$ cat config.mk
export PLATFORM = sky130hd
export DESIGN_NAME = hp0_wr_sched
export DESIGN_NICKNAME = d
export VERILOG_FILES = /design/src/rtl/hp0_wr_sched.sv
export SDC_FILE = /design/constraint.sdc
export NUM_CORES = 1
export LEC_CHECK = 0
export ABC_AREA = 1
export BUFFER_PORTS_ARGS = -buffer_cell sky130_fd_sc_hd__buf_2
export CAP_MARGIN = 40
export CELL_PAD_IN_SITES_DETAIL_PLACEMENT = 0
export CELL_PAD_IN_SITES_GLOBAL_PLACEMENT = 1
export CORE_MARGIN = 3
export CORE_UTILIZATION = 29
export CTS_CLUSTER_SIZE = 14
export DETAILED_ROUTE_END_ITERATION = 8
export GPL_ROUTABILITY_DRIVEN = 0
export GPL_TIMING_DRIVEN = 1
export HOLD_SLACK_MARGIN = 0.06
export PLACE_DENSITY_LB_ADDON = 0.1
export SLEW_MARGIN = 20
export SYNTH_ARGS = -nofsm -noshare
export SYNTH_HDL_FRONTEND = slang
export SYNTH_SLANG_ARGS = --single-unit
$ cat constraint.sdc
create_clock -name clk -period 8.5 [get_ports clk]
set_input_delay 1.7 -clock clk [delete_from_list [all_inputs] [get_ports clk]]
set_output_delay 1.7 -clock clk [all_outputs]
set_load 0.005 [all_outputs]
$ cat src/rtl/hp0_wr_sched.sv
// hp0_wr_sched: round-robin write-burst scheduler for two on-chip requesters
// (req0 = GE capture path, req1 = sample path) onto the PS S_AXI_HP0 AXI3
// slave port. Only one burst is in flight at a time. Each burst goes through
// AW, W and B, and its outcome is reported back as a done/err pulse.
module hp0_wr_sched #(
   parameter int unsigned ID_W    = 6,
   parameter logic [3:0]  AWCACHE = 4'b0011,
   parameter logic [3:0]  AWQOS   = 4'h0
) (
   input  logic            clk,
   input  logic            rst_n,
   // requester 0
   input  logic            req0_valid,
   input  logic [31:0]     req0_addr,
   input  logic [3:0]      req0_len,
   output logic            req0_ready,
   input  logic [31:0]     req0_data,
   output logic            req0_rd,
   output logic            req0_done,
   output logic            req0_err,
   // requester 1
   input  logic            req1_valid,
   input  logic [31:0]     req1_addr,
   input  logic [3:0]      req1_len,
   output logic            req1_ready,
   input  logic [31:0]     req1_data,
   output logic            req1_rd,
   output logic            req1_done,
   output logic            req1_err,
   // AXI3 write address channel
   output logic [31:0]     axi_awaddr,
   output logic [3:0]      axi_awlen,
   output logic [2:0]      axi_awsize,
   output logic [1:0]      axi_awburst,
   output logic [1:0]      axi_awlock,
   output logic [3:0]      axi_awcache,
   output logic [2:0]      axi_awprot,
   output logic [3:0]      axi_awqos,
   output logic [ID_W-1:0] axi_awid,
   output logic            axi_awvalid,
   input  logic            axi_awready,
   // AXI3 write data channel
   output logic [31:0]     axi_wdata,
   output logic [3:0]      axi_wstrb,
   output logic            axi_wlast,
   output logic [ID_W-1:0] axi_wid,
   output logic            axi_wvalid,
   input  logic            axi_wready,
   // AXI3 write response channel
   input  logic [ID_W-1:0] axi_bid,
   input  logic [1:0]      axi_bresp,
   input  logic            axi_bvalid,
   output logic            axi_bready,
   // status
   output logic            busy
);

   typedef enum logic [2:0] {
      ST_IDLE   = 3'd0,
      ST_REJECT = 3'd1,
      ST_AW     = 3'd2,
      ST_W      = 3'd3,
      ST_B      = 3'd4
   } state_t;

   // A burst is refused if it is not word aligned, or if it would run past
   // the end of its 4 KB page. A burst that ends exactly at the 4096 boundary
   // is legal.
   function automatic logic bad_request(input logic [31:0] addr, input logic [3:0] len);
      logic [4:0]  beats;
      logic [12:0] end_off;
      beats   = {1'b0, len} + 5'd1;
      end_off = {1'b0, addr[11:0]} + {6'b000000, beats, 2'b00};
      bad_request = (addr[1:0] != 2'b00) || (end_off > 13'd4096);
   endfunction

   // The AXI ID only carries the granted requester in bit 0.
   function automatic logic [ID_W-1:0] make_id(input logic g);
      make_id    = {ID_W{1'b0}};
      make_id[0] = g;
   endfunction

   state_t      state_q,      state_d;
   logic        last_grant_q, last_grant_d;
   logic        grant_q,      grant_d;
   logic [31:0] addr_q,       addr_d;
   logic [3:0]  len_q,        len_d;
   logic [3:0]  beat_q,       beat_d;
   logic        awvalid_q,    awvalid_d;
   logic        wvalid_q,     wvalid_d;
   logic        bready_q,     bready_d;
   logic        busy_q,       busy_d;
   logic [1:0]  ready_q,      ready_d;
   logic [1:0]  done_q,       done_d;
   logic [1:0]  err_q,        err_d;

   logic        pick_s;
   logic [31:0] pick_addr_s;
   logic [3:0]  pick_len_s;
   logic        beat_acc_s;
   logic        last_beat_s;
   logic        b_err_s;

   // Arbitration: a single requester wins outright. On a tie, the requester
   // that did not win last time wins.
   always_comb begin
      pick_s      = 1'b0;
      pick_addr_s = req0_addr;
      pick_len_s  = req0_len;
      if (req0_valid && req1_valid) begin
         pick_s = ~last_grant_q;
      end else if (req1_valid) begin
         pick_s = 1'b1;
      end else begin
         pick_s = 1'b0;
      end
      if (pick_s) begin
         pick_addr_s = req1_addr;
         pick_len_s  = req1_len;
      end else begin
         pick_addr_s = req0_addr;
         pick_len_s  = req0_len;
      end
   end

   // W-beat handshake and B-response status decode.
   always_comb begin
      beat_acc_s  = wvalid_q & axi_wready;
      last_beat_s = (beat_q == len_q);
      b_err_s     = (axi_bresp != 2'b00) || (axi_bid != make_id(grant_q));
   end

   // Next-state and next-output computation for the scheduler FSM.
   always_comb begin
      state_d      = state_q;
      last_grant_d = last_grant_q;
      grant_d      = grant_q;
      addr_d       = addr_q;
      len_d        = len_q;
      beat_d       = beat_q;
      awvalid_d    = awvalid_q;
      wvalid_d     = wvalid_q;
      bready_d     = bready_q;
      ready_d      = 2'b00;
      done_d       = 2'b00;
      err_d        = 2'b00;
      case (state_q)
         ST_IDLE: begin
            if (req0_valid || req1_valid) begin
               grant_d      = pick_s;
               last_grant_d = pick_s;
               ready_d      = pick_s ? 2'b10 : 2'b01;
               if (bad_request(pick_addr_s, pick_len_s)) begin
                  done_d  = pick_s ? 2'b10 : 2'b01;
                  err_d   = pick_s ? 2'b10 : 2'b01;
                  state_d = ST_REJECT;
               end else begin
                  addr_d    = pick_addr_s;
                  len_d     = pick_len_s;
                  beat_d    = 4'd0;
                  awvalid_d = 1'b1;
                  state_d   = ST_AW;
               end
            end else begin
               state_d = ST_IDLE;
            end
         end
         ST_REJECT: begin
            state_d = ST_IDLE;
         end
         ST_AW: begin
            if (axi_awready) begin
               awvalid_d = 1'b0;
               wvalid_d  = 1'b1;
               state_d   = ST_W;
            end else begin
               state_d = ST_AW;
            end
         end
         ST_W: begin
            if (beat_acc_s) begin
               if (last_beat_s) begin
                  wvalid_d = 1'b0;
                  bready_d = 1'b1;
                  state_d  = ST_B;
               end else begin
                  beat_d = beat_q + 4'd1;
               end
            end else begin
               state_d = ST_W;
            end
         end
         ST_B: begin
            if (axi_bvalid) begin
               bready_d = 1'b0;
               done_d   = grant_q ? 2'b10 : 2'b01;
               if (b_err_s) begin
                  err_d = grant_q ? 2'b10 : 2'b01;
               end else begin
                  err_d = 2'b00;
               end
               state_d = ST_IDLE;
            end else begin
               state_d = ST_B;
            end
         end
         default: begin
            awvalid_d = 1'b0;
            wvalid_d  = 1'b0;
            bready_d  = 1'b0;
            state_d   = ST_IDLE;
         end
      endcase
      busy_d = (state_d != ST_IDLE);
   end

   // State and registered-output flops. Reset abandons any burst in flight,
   // because the PS side is reset together with this block.
   always_ff @(posedge clk or negedge rst_n) begin
      if (!rst_n) begin
         state_q      <= ST_IDLE;
         last_grant_q <= 1'b1;
         grant_q      <= 1'b0;
         addr_q       <= 32'h0000_0000;
         len_q        <= 4'd0;
         beat_q       <= 4'd0;
         awvalid_q    <= 1'b0;
         wvalid_q     <= 1'b0;
         bready_q     <= 1'b0;
         busy_q       <= 1'b0;
         ready_q      <= 2'b00;
         done_q       <= 2'b00;
         err_q        <= 2'b00;
      end else begin
         state_q      <= state_d;
         last_grant_q <= last_grant_d;
         grant_q      <= grant_d;
         addr_q       <= addr_d;
         len_q        <= len_d;
         beat_q       <= beat_d;
         awvalid_q    <= awvalid_d;
         wvalid_q     <= wvalid_d;
         bready_q     <= bready_d;
         busy_q       <= busy_d;
         ready_q      <= ready_d;
         done_q       <= done_d;
         err_q        <= err_d;
      end
   end

   // W data comes straight from the winner's FWFT FIFO head. It is zero
   // outside the data phase, and the pop strobe follows the beat handshake.
   always_comb begin
      if (wvalid_q) begin
         if (grant_q) begin
            axi_wdata = req1_data;
         end else begin
            axi_wdata = req0_data;
         end
      end else begin
         axi_wdata = 32'h0000_0000;
      end
      axi_wlast = wvalid_q & last_beat_s;
      req0_rd   = beat_acc_s & ~grant_q;
      req1_rd   = beat_acc_s &  grant_q;
   end

   assign axi_awaddr  = addr_q;
   assign axi_awlen   = len_q;
   assign axi_awsize  = 3'b010;
   assign axi_awburst = 2'b01;
   assign axi_awlock  = 2'b00;
   assign axi_awcache = AWCACHE;
   assign axi_awprot  = 3'b000;
   assign axi_awqos   = AWQOS;
   assign axi_awid    = make_id(grant_q);
   assign axi_awvalid = awvalid_q;
   assign axi_wstrb   = 4'hF;
   assign axi_wid     = make_id(grant_q);
   assign axi_wvalid  = wvalid_q;
   assign axi_bready  = bready_q;
   assign busy        = busy_q;
   assign req0_ready  = ready_q[0];
   assign req1_ready  = ready_q[1];
   assign req0_done   = done_q[0];
   assign req1_done   = done_q[1];
   assign req0_err    = err_q[0];
   assign req1_err    = err_q[1];

endmodule

==> summary.md, run 1 <==
| Metric | Value |
|---|---|
| Status | completed |
| Initial DRC Count | 153 |
| Residual DRC | 0 |
| Final antenna-violating net count | 0 |
| Core ar. | about 12,000 sq um |
| Cell Area, Synth | 3735 sq um |
| Final Critical Period | between 5 and 6 ns |
| Nets | 944 |
| Clk root buf | clkbuf_16 |
| Largest net degree at the start of global routing | 56 |
| Critical path fanouts, max | 45 |
| Relative slew slack | 0.4885 |
| Post-Route Skew | 0.01109 ns |
| Drt wl/cell | around 13 microns |
| Post-layout util | 0.4119 |
| I/O Pins | 266 |
| Number of post-CTS setup repair buffers | 0 |
| Final Hold Viols | 0 |
| Setup repair after global routing missed its margin | no |
| GRT Util Overall | 0.1657 |
| Sequential cell area | about 1400 sq um |
| Die Ht | about 120 microns |
| EDFF count, synth | 0 |
| H-tree levels | 2 |
| Layout cell share with drive strength beyond 1 | 0.3206 |
| Worst min-delay path class | reg2reg |
| # diodes | 0 |
| Power Density | 260.9 nW/um^2 |
| Die width | roughly 120 microns |
| Max Cap Viol | 0 |
| FP Rows | 40 |
| Worst-Margin Slew | approximately 0.76 ns |
| Initial antenna violation count | 0 |
| Yosys cell types | 30 |
| Post-Synthesis Cells | 568 |
| CTS buffer count | 5 |
| Setup CP Type | in2reg |
| CP endpoint kind | flip-flop |
| Starting Density | 0.3034 |
| Primary FF master, synth | dfrtp_1 |
| Total power | 1323 uW |
| Worst-skew pair later-pin latency | approximately 0.29 ns |
| Lkg Pwr | just over 0.003 uW |
| Peak VDD IR | around 0.090 mV |
| Hpwl dp | between 10,000 and 15,000 microns |
| Layout fillers | 1,368 |
| Multi-input logic area | just under 2000 sq um |
| Setup TNS | 0 ns |
| Detailed Route WL | approximately 13,000 microns |
| CP Data Arrival Time | roughly 5.7 ns |
| Final Cycle Share | 0.6449 |
| Max Buffers Root-to-Sink | 2 |
| Sequential area share after synthesis | 0.3688 |
| Post-synth ARST share | 1.000 |
| First-pass GRT wire length | slightly below 20,000 microns |
| Die footprint | between 10,000 and 15,000 sq um |
| Vias/cell | about 4.3 |
| CTS hold repair buffers | 0 |
| Clk pin slew, worst setup/hold paths | around 0.070 ns |
| Via count | around 4,100 |
| Synth Warn # | 0 |
| Grt total ovfl | 0 |
| PostCTS Resize Cnt | 0 |
| Setup-failing EPs final | 0 |
| Crit path launch type | input port |
| Layout area overhead | 35.78% |
| CTS tree | done |
| Port buffer count | ~230 |
| Max Transition Viols Final | 0 |
| Maximum clock frequency | 182.4 MHz |
| Clk sinks | 55 |
| Vias in the first global route | roughly 3,900 |
| Synth Register Bits | 55 |
| Avg Cell Area, Syn | approximately 6.6 sq um |
| DRT Pass-1 Iters | 4 |
| WP data required | 8.73 ns |
==> registers in the layout, summed over array words and instances (netlist names) <==
| register | cells |
|---|---|
| last_grant_q | 1 |
| ready_q | 2 |
| done_q | 2 |
| axi_awaddr | 32 |
| grant_q | 1 |
| err_q | 2 |
| busy | 1 |
| axi_awvalid | 1 |
| axi_awlen | 4 |
| axi_wvalid | 1 |
| beat_q | 4 |
| axi_bready | 1 |
| state_q | 3 |
==> layout make-up <==
type,count,area share
Clock buffer,5,0.02467
Clock inverter,3,0.004441
Inverter,29,0.02196
Multi-Input combinational cell,457,0.3906
Sequential cell,55,0.2717
Tap cell,168,0.04145
Timing Repair Buffer,237,0.2453
==> placed cells by master (no fill, tap or decap), types with 2 or more instances in the layout <==
cell type and count:
nor4_1 3, nand2_2 2, nor2_1 96, o21ai_1 3
buf_16 2, xor2_1 4, dfrtp_1 54, conb_1 32
nor3_1 2, clkbuf_16 5, nand2_1 228, inv_1 26
xnor2_1 6, ha_1 7, a21oi_1 4, nand4_1 5
buf_2 233, o21ai_0 43, nand3_1 17
==> logic make-up after synthesis <==
family,Yosys count,synth area share
compound gates,50,0.06700
fa+ha+maj,8,0.02881
xor+xnor,10,0.02345
simple gates,356,0.3762
buf+inv,86,0.1310
mux,1,0.002680
flops,55,0.3688
other cells,2,0.002011
==> Yosys cell counts (2+ instances only) <==
master    count  area (sq um)
o21ai_1       3         15.01
buf_1         2         7.510
buf_4        34         255.2
nor2_1       96         360.4
inv_1        26         97.59
a21oi_1       4         20.02
o21ai_0      43         215.2
buf_6         4         45.04
dfrtp_1      54          1351
nand2_1     228         855.8
nor4_1        3         18.77
xor2_1        4         35.03
nand2_2       2         12.51
nand3_1      17         85.08
clkbuf_1     12         45.04
buf_2         5         25.02
xnor2_1       6         52.55
ha_1          7         87.58
nor3_1        2         10.01
conb_1        2         7.510
nand4_1       5         31.28
==> routing by layer <==
metal  wire (microns)  track usage
met2             6531       0.3090
met4               59      0.02362
met3             1054      0.04084
met1             4972       0.1953
met5                0            0
==> metrics by stage <==
| stage | cells | hold WS [ns] | setup WS [ns] | area [sq um] |
|---|---|---|---|---|
| after CTS | 954 | 0.4706 | 2.918 | 5071 |
| after floorplan | 598 | 0.4437 | 4.400 | 3847 |
| final | 954 | 0.4673 | 3.018 | 5071 |
| after global placement | 943 | 0.4519 | 2.738 | 4853 |
| after global routing | 954 | 0.5086 | 2.385 | 5071 |
| after detailed placement | 946 | 0.4528 | 2.634 | 4923 |
==> report_power, final <==
group	switching, uW	internal, uW	total (uW)
logic	380	287	667
clock network	98.7	111	209
registers	81.1	365	447
==> path summary, 6_finish.rpt <==
kind | slack, ns | from | endpoint | depth (start not counted)
hold / removal | 0.47 | axi_awaddr[1] | axi_awaddr[1] | 2
min in group asynchronous | 1.53 | rst_n | axi_awaddr[13] | 2
max in group asynchronous | 6.48 | rst_n | err_q[1] | 2
setup / recovery | 3.02 | req0_valid | axi_awaddr[30] | 19
hold reg to reg | 0.47 | axi_awaddr[1] | axi_awaddr[1] | 2
setup reg to reg | 3.95 | last_grant_q | axi_awaddr[30] | 18
==> critical path, cell delays in order <==
cell,delay (ns)
buf_2,0.09
nand2_1,0.11
nand2_2,0.59
inv_4,0.28
nand2_1,0.12
nand2_1,0.09
ha_1,0.32
inv_1,0.06
fa_1,0.44
nand3b_1,0.20
nand3_1,0.10
nand2_1,0.06
nor2_1,0.07
nand4_1,0.07
nand2_1,0.13
nand3_4,0.42
inv_2,0.62
nand2_1,0.11
nand2_1,0.09
Note: power is estimated with default switching activity, not from simulation.
==> run 2: changes to the inputs <==
- CORE_UTILIZATION: 29 -> 27
- clock period: 8.5 -> 5.7 ns (I/O delays scaled with it)
==> summary.md, run 2 (same netlist as run 1, synthesis figures left out) <==
| Metric | Value |
|---|---|
| Status | completed |
| Die Ht | 123.6 microns |
| DP Worst Slack | 0.7608 ns |
| Peak VDD IR | between 0.1 and 0.15 mV |
| Critical R2R Launch | last_grant_q |
| Commonest non-fill, non-tap cell in the layout | buf_2 |
| Die footprint | between 15,000 and 20,000 sq um |
| CP endpoint kind | flip-flop |
| Max Buffers Root-to-Sink | 2 |
| Worst-skew pair later-pin latency | around 0.3 ns |
| Initial antenna violation count | 0 |
| Hpwl dp | slightly below 10,000 microns |
| Sw Ratio | 0.4242 |
| H-tree levels | 2 |
| Worst min-delay path class | reg2reg |
| Layout cell share with drive strength beyond 1 | 0.3202 |
| Lkg Pwr | ~0.0031 uW |
| Final antenna-violating net count | 0 |
| Residual DRC | 0 |
| Clk pin slew, worst setup/hold paths | 0.07 ns |
| Critical path fanouts, max | 45 |
| Crit path launch type | input port |
| CP max stage cell | inv_2 |
| Grt total ovfl | 0 |
| Max Cap Viol | 0 |
| CP startpoint | req0_valid |
| Final Hold Viols | 0 |
| Clk sinks | 55 |
| Die width | about 120 microns |
| Layout area overhead | 35.54% |
| Max Transition Viols Final | 0 |
| I/O Pins | approximately 270 |
| Top sig layer | met4 |
| Largest register FFs | 32 |
| Via count | between 4,000 and 5,000 |
| Number of post-CTS setup repair buffers | 0 |
| Crit path top cell by count | nand2_1 |
| Core ar. | roughly 13,000 sq um |
| CTS hold repair buffers | 0 |
| PostCTS Resize Cnt | 0 |
| Initial DRC Count | roughly 150 |
| Relative slew slack | 0.5316 |
| Vias in the first global route | around 3,900 |
| Setup-failing EPs final | 0 |
| Setup TNS | 0 ns |
| Total power | roughly 2000 uW |
| Clk root buf | clkbuf_16 |
| Seq pwr share | 0.329 |
| Cell-internal power | about 1100 uW |
| Start point of the worst hold path | axi_awaddr[1] |
| Vias/cell | 4.299 |
| Switching power total | 828.9 uW |
| GRT Util Overall | 0.1517 |
| Routed wl met2 | 6194 microns |
| Final Cycle Share | 0.7946 |
| Slowest stage delay, CP | approximately 0.60 ns |
| Nets | roughly 950 |
| Post-Route Skew | between 0.005 and 0.006 ns |
| CTS buffer count | 5 |
| WL met3 | roughly 1100 microns |
| Detailed Route WL | around 12,000 microns |
| Most frequent cells in the layout | buf_2 (233), nand2_1 (228), nor2_1 (96) |
| Setup CP Type | in2reg |
| DRT Pass-1 Iters | 4 |
| # diodes | 0 |
| Worst-Margin Slew | approximately 0.70 ns |
| Combinational share of power | 0.515 |
| Port buffer count | approximately 230 |
| Final Critical Period | 4.529 ns |
| CP Data Arrival Time | roughly 4.8 ns |
| Setup repair after global routing missed its margin | no |
| Drt wl/cell | 12.97 microns |
| CP cell instances | buf_2 -> nand2_1 -> nand2_2 -> inv_4 -> nand2_1 -> nand2_1 -> ha_1 -> xnor2_1 -> inv_1 -> ha_1 -> nand3_1 -> nand3_1 -> nand2_1 -> nand2_1 -> nor2_1 -> nand4_1 -> nand2_1 -> nand3_4 -> inv_2 -> nand2_1 -> nand2_1 |
| M1 WL | between 5000 and 6000 microns |
| Largest net degree at the start of global routing | 56 |
| First-pass GRT wire length | between 15,000 and 20,000 microns |
| Clk pwr share | 0.156 |
| Power Density | ~390 nW/um^2 |
| Maximum clock frequency | approximately 220 MHz |
| FP Rows | 42 |
| CTS tree | done |
| Starting Density | 0.2787 |
| WP data required | 5.93 ns |
| Slack of the critical path | roughly 1.2 ns |
## run 2: cell count changes in the layout (fill, tap and decap cells not counted)
cell        change
clkinvlp_4      +1
buf_4           +2
clkinv_4        -1
inv_6           -1
buf_16          -1
clkbuf_1        +1
## run 2: worst paths after layout
kind	slack, ns	cells after the start	to
min in group asynchronous	0.97	2	axi_awaddr[14]
setup reg to reg	1.59	18	axi_awaddr[15]
max in group asynchronous	4.26	2	err_q[1]
hold reg to reg	0.47	2	axi_awaddr[1]
setup / recovery	1.17	21	axi_awaddr[15]
hold / removal	0.47	2	axi_awaddr[1]
## run 2: metal layers
layer,vias to the layer above,track usage
met3,13,0.03406
met1,1815,0.1752
met2,184,0.2819
met4,0,0.03737
li1,2128,-
met5,-,0
## run 2: metrics by stage
step	hold slack, ns	cell area, sq um	instances	utilization
global placement	0.4462	4878	953	0.3641
global route	0.4971	5062	963	0.3778
detailed placement	0.4563	4906	954	0.3661
floorplan	0.4437	3847	598	-
finish	0.4743	5062	963	0.3778
CTS	0.4782	5047	962	0.3767
## run 2: layout make-up
type                       instances  area [sq um]
clock buffer                       6         128.9
clock inverter                     2         12.51
fill                            1478          8338
inverter                          29         111.4
multi-input combinational        457          1981
sequential                        55          1378
tap                              176         220.2
timing repair buffer             238          1231
## run 2: worst max-delay path, delay by kind of cell
family,cells,cell delay [ns]
XOR/XNOR,1,0.12
buffers and inverters,4,1.07
AND/OR/NAND/NOR,14,1.86
adder cells (fa/ha/maj),2,0.54
## run 2: power by group through the flow
| stage | sequential, uW | combinational (uW) | clock (uW) |
|---|---|---|---|
| after CTS | 666 | 1000 | 318 |
| after global placement | 666 | 974 | 0 |
| after floorplan | 649 | 592 | 0 |
| after global routing | 664 | 1160 | 332 |
| after detailed placement | 667 | 1000 | 0 |
| final | 643 | 1010 | 304 |
==> run 3: changes to the inputs <==
- CORE_UTILIZATION: 27 -> 24
- clock period: 5.7 -> 3.75 ns (I/O delays scaled with it)
==> summary.md, run 3 (same netlist as run 1, synthesis figures left out) <==
| Metric | Value |
|---|---|
| Final Hold Viols | 0 |
| Starting Density | 0.2513 |
| Grt total ovfl | 0 |
| Switching power total | about 1300 uW |
| Core ar. | 14,860 sq um |
| Initial DRC Count | approximately 170 |
| Via count | 4,085 |
| Clk pwr share | 0.163 |
| Nets | 950 |
| Worst-skew pair later-pin latency | roughly 0.29 ns |
| I/O Pins | between 200 and 300 |
| Combinational share of power | 0.515 |
| FF-to-FF setup slack | 0.42 ns |
| Detailed Route WL | 12,580 microns |
| Die footprint | 17,090 sq um |
| CP endpoint kind | flip-flop |
| Lkg Pwr | 0.003140 uW |
| First-pass GRT wire length | between 15,000 and 20,000 microns |
| Die width | between 100 and 150 microns |
| Max Transition Viols Final | 0 |
| Relative slew slack | 0.6300 |
| Hold slack | 0.3823 ns |
| H-tree levels | 2 |
| Status | completed |
| GRT Util Overall | 0.1372 |
| Layout cell share with drive strength beyond 1 | 0.3258 |
| Layout fillers | about 1,600 |
| Peak VDD IR | between 0.15 and 0.2 mV |
| Largest net degree at the start of global routing | 40 |
| Crit path launch type | input port |
| Critical path fanouts, max | 31 |
| Layout area overhead | 37.99% |
| Setup CP Type | in2reg |
| Commonest non-fill, non-tap cell in the layout | buf_2 |
| Port buffer count | around 230 |
| Setup TNS | 0 ns |
| Final Critical Period | 3.328 ns |
| Largest register FFs | 32 |
| Die Ht | around 130 microns |
| Drt wl/cell | around 13 microns |
| Setup-failing EPs final | 0 |
| Final antenna-violating net count | 0 |
| Post-Route Skew | roughly 0.0057 ns |
| DRT Pass-1 Iters | 4 |
| Clk sinks | 55 |
| Power Density | a little under 600 nW/um^2 |
| Residual DRC | 0 |
| Clk pin slew, worst setup/hold paths | around 0.08 ns |
| Sw Ratio | 0.4238 |
| Initial antenna violation count | 0 |
| Setup repair after global routing missed its margin | no |
| Worst min-delay path class | in2async |
| Clk root buf | clkbuf_16 |
| CTS tree | done |
| Maximum clock frequency | roughly 300 MHz |
| FP Rows | 44 |
| Vias in the first global route | about 3,800 |
| Most frequent cells in the layout | buf_2 (233), nand2_1 (228), nor2_1 (96) |
| RR Endpoint | axi_awaddr[28] |
| Vias/cell | between 4 and 5 |
| WP data required | ~4.0 ns |
| Worst r2r path cells | 19 |
| Max Buffers Root-to-Sink | 2 |
| Critical R2R Launch | last_grant_q |
| CP startpoint | req0_valid |
| CTS buffer count | 5 |
| Worst-Margin Slew | approximately 0.55 ns |
| # diodes | 0 |
| Max Cap Viol | 0 |
| Seq pwr share | 0.322 |
| Cell-internal power | around 1700 uW |
| Number of post-CTS setup repair buffers | 0 |
| CTS hold repair buffers | 0 |
| Hpwl dp | ~10,000 microns |
| CP Data Arrival Time | around 3.6 ns |
| Final Cycle Share | 0.8875 |
| Crit path capture | axi_awaddr[28] |
[run 3: cell count changes in the layout (fill, tap and decap cells not counted), sizes merged]
cell and change:
buf +5, clkbuf -1, clkinvlp -1, inv +2
[run 3: layout make-up]
class                           count  area [sq um]  share of cell area
Multi-Input combinational cell    457          1981              0.3843
Sequential cell                    55          1378              0.2673
Timing Repair Buffer              243          1306              0.2535
Tap cell                          184         230.2             0.04467
Clock buffer                        5         125.1             0.02428
Inverter                           29         111.4             0.02161
Clock inverter                      3         22.52            0.004370
[run 3: worst min path at each step]
stage                                 to  slack [ns]  depth (start not counted)
after floorplan             last_grant_q        0.44                          2
after global placement     axi_awaddr[0]        0.45                          2
after detailed placement   axi_awaddr[0]        0.46                          2
after CTS                 axi_awaddr[14]        0.40                          1
after global routing      axi_awaddr[14]        0.40                          1
final                     axi_awaddr[14]        0.38                          1
[run 3: worst max-delay path, cell delays in order]
cell	delay, ns
buf_2	0.11
nand2_1	0.14
nand2_2	0.21
inv_4	0.12
buf_4	0.20
nand2_1	0.07
nand2_1	0.08
ha_1	0.17
inv_1	0.05
fa_1	0.39
nand3b_1	0.19
nand3_1	0.09
nand2_1	0.05
nor2_1	0.08
nand4_1	0.07
nand2_1	0.13
nand3_4	0.18
inv_2	0.12
buf_12	0.18
nand2_1	0.08
nand2_1	0.06
[run 3: what timing repair did]
action,4_1_cts,5_1_grt
endpoints found under the setup margin,0,31
resized for setup,0,1
hold endpoints to repair,0,0
[run 3: metrics by stage]
stage               cells  utilization  area [sq um]  total power, uW  setup WS (ns)
floorplan             598            -          3847             1887         0.5997
finish                976       0.3467          5154             3012         0.4219
global route          976       0.3467          5154             3352        0.03713
detailed placement    968       0.3368          5006             2567        0.03217
global placement      965       0.3326          4943             2522        0.09749
CTS                   976       0.3467          5154             3082         0.3368
[run 3: power groups by stage]
| stage | sequential, uW | combinational (uW) | clock [uW] |
|---|---|---|---|
| final | 970 | 1550 | 491 |
| after global routing | 1010 | 1800 | 546 |
| after CTS | 975 | 1590 | 516 |
| after detailed placement | 982 | 1590 | 0 |
| after global placement | 1010 | 1510 | 0 |
| after floorplan | 986 | 901 | 0 |
[run 3: metal layers]
layer	vias to the layer above	global-route usage	routed length (microns)
li1	2136	-	-
met3	8	0.03333	1028
met4	0	0.02722	107
met2	170	0.2453	6140
met5	-	0	0
met1	1771	0.1683	5301
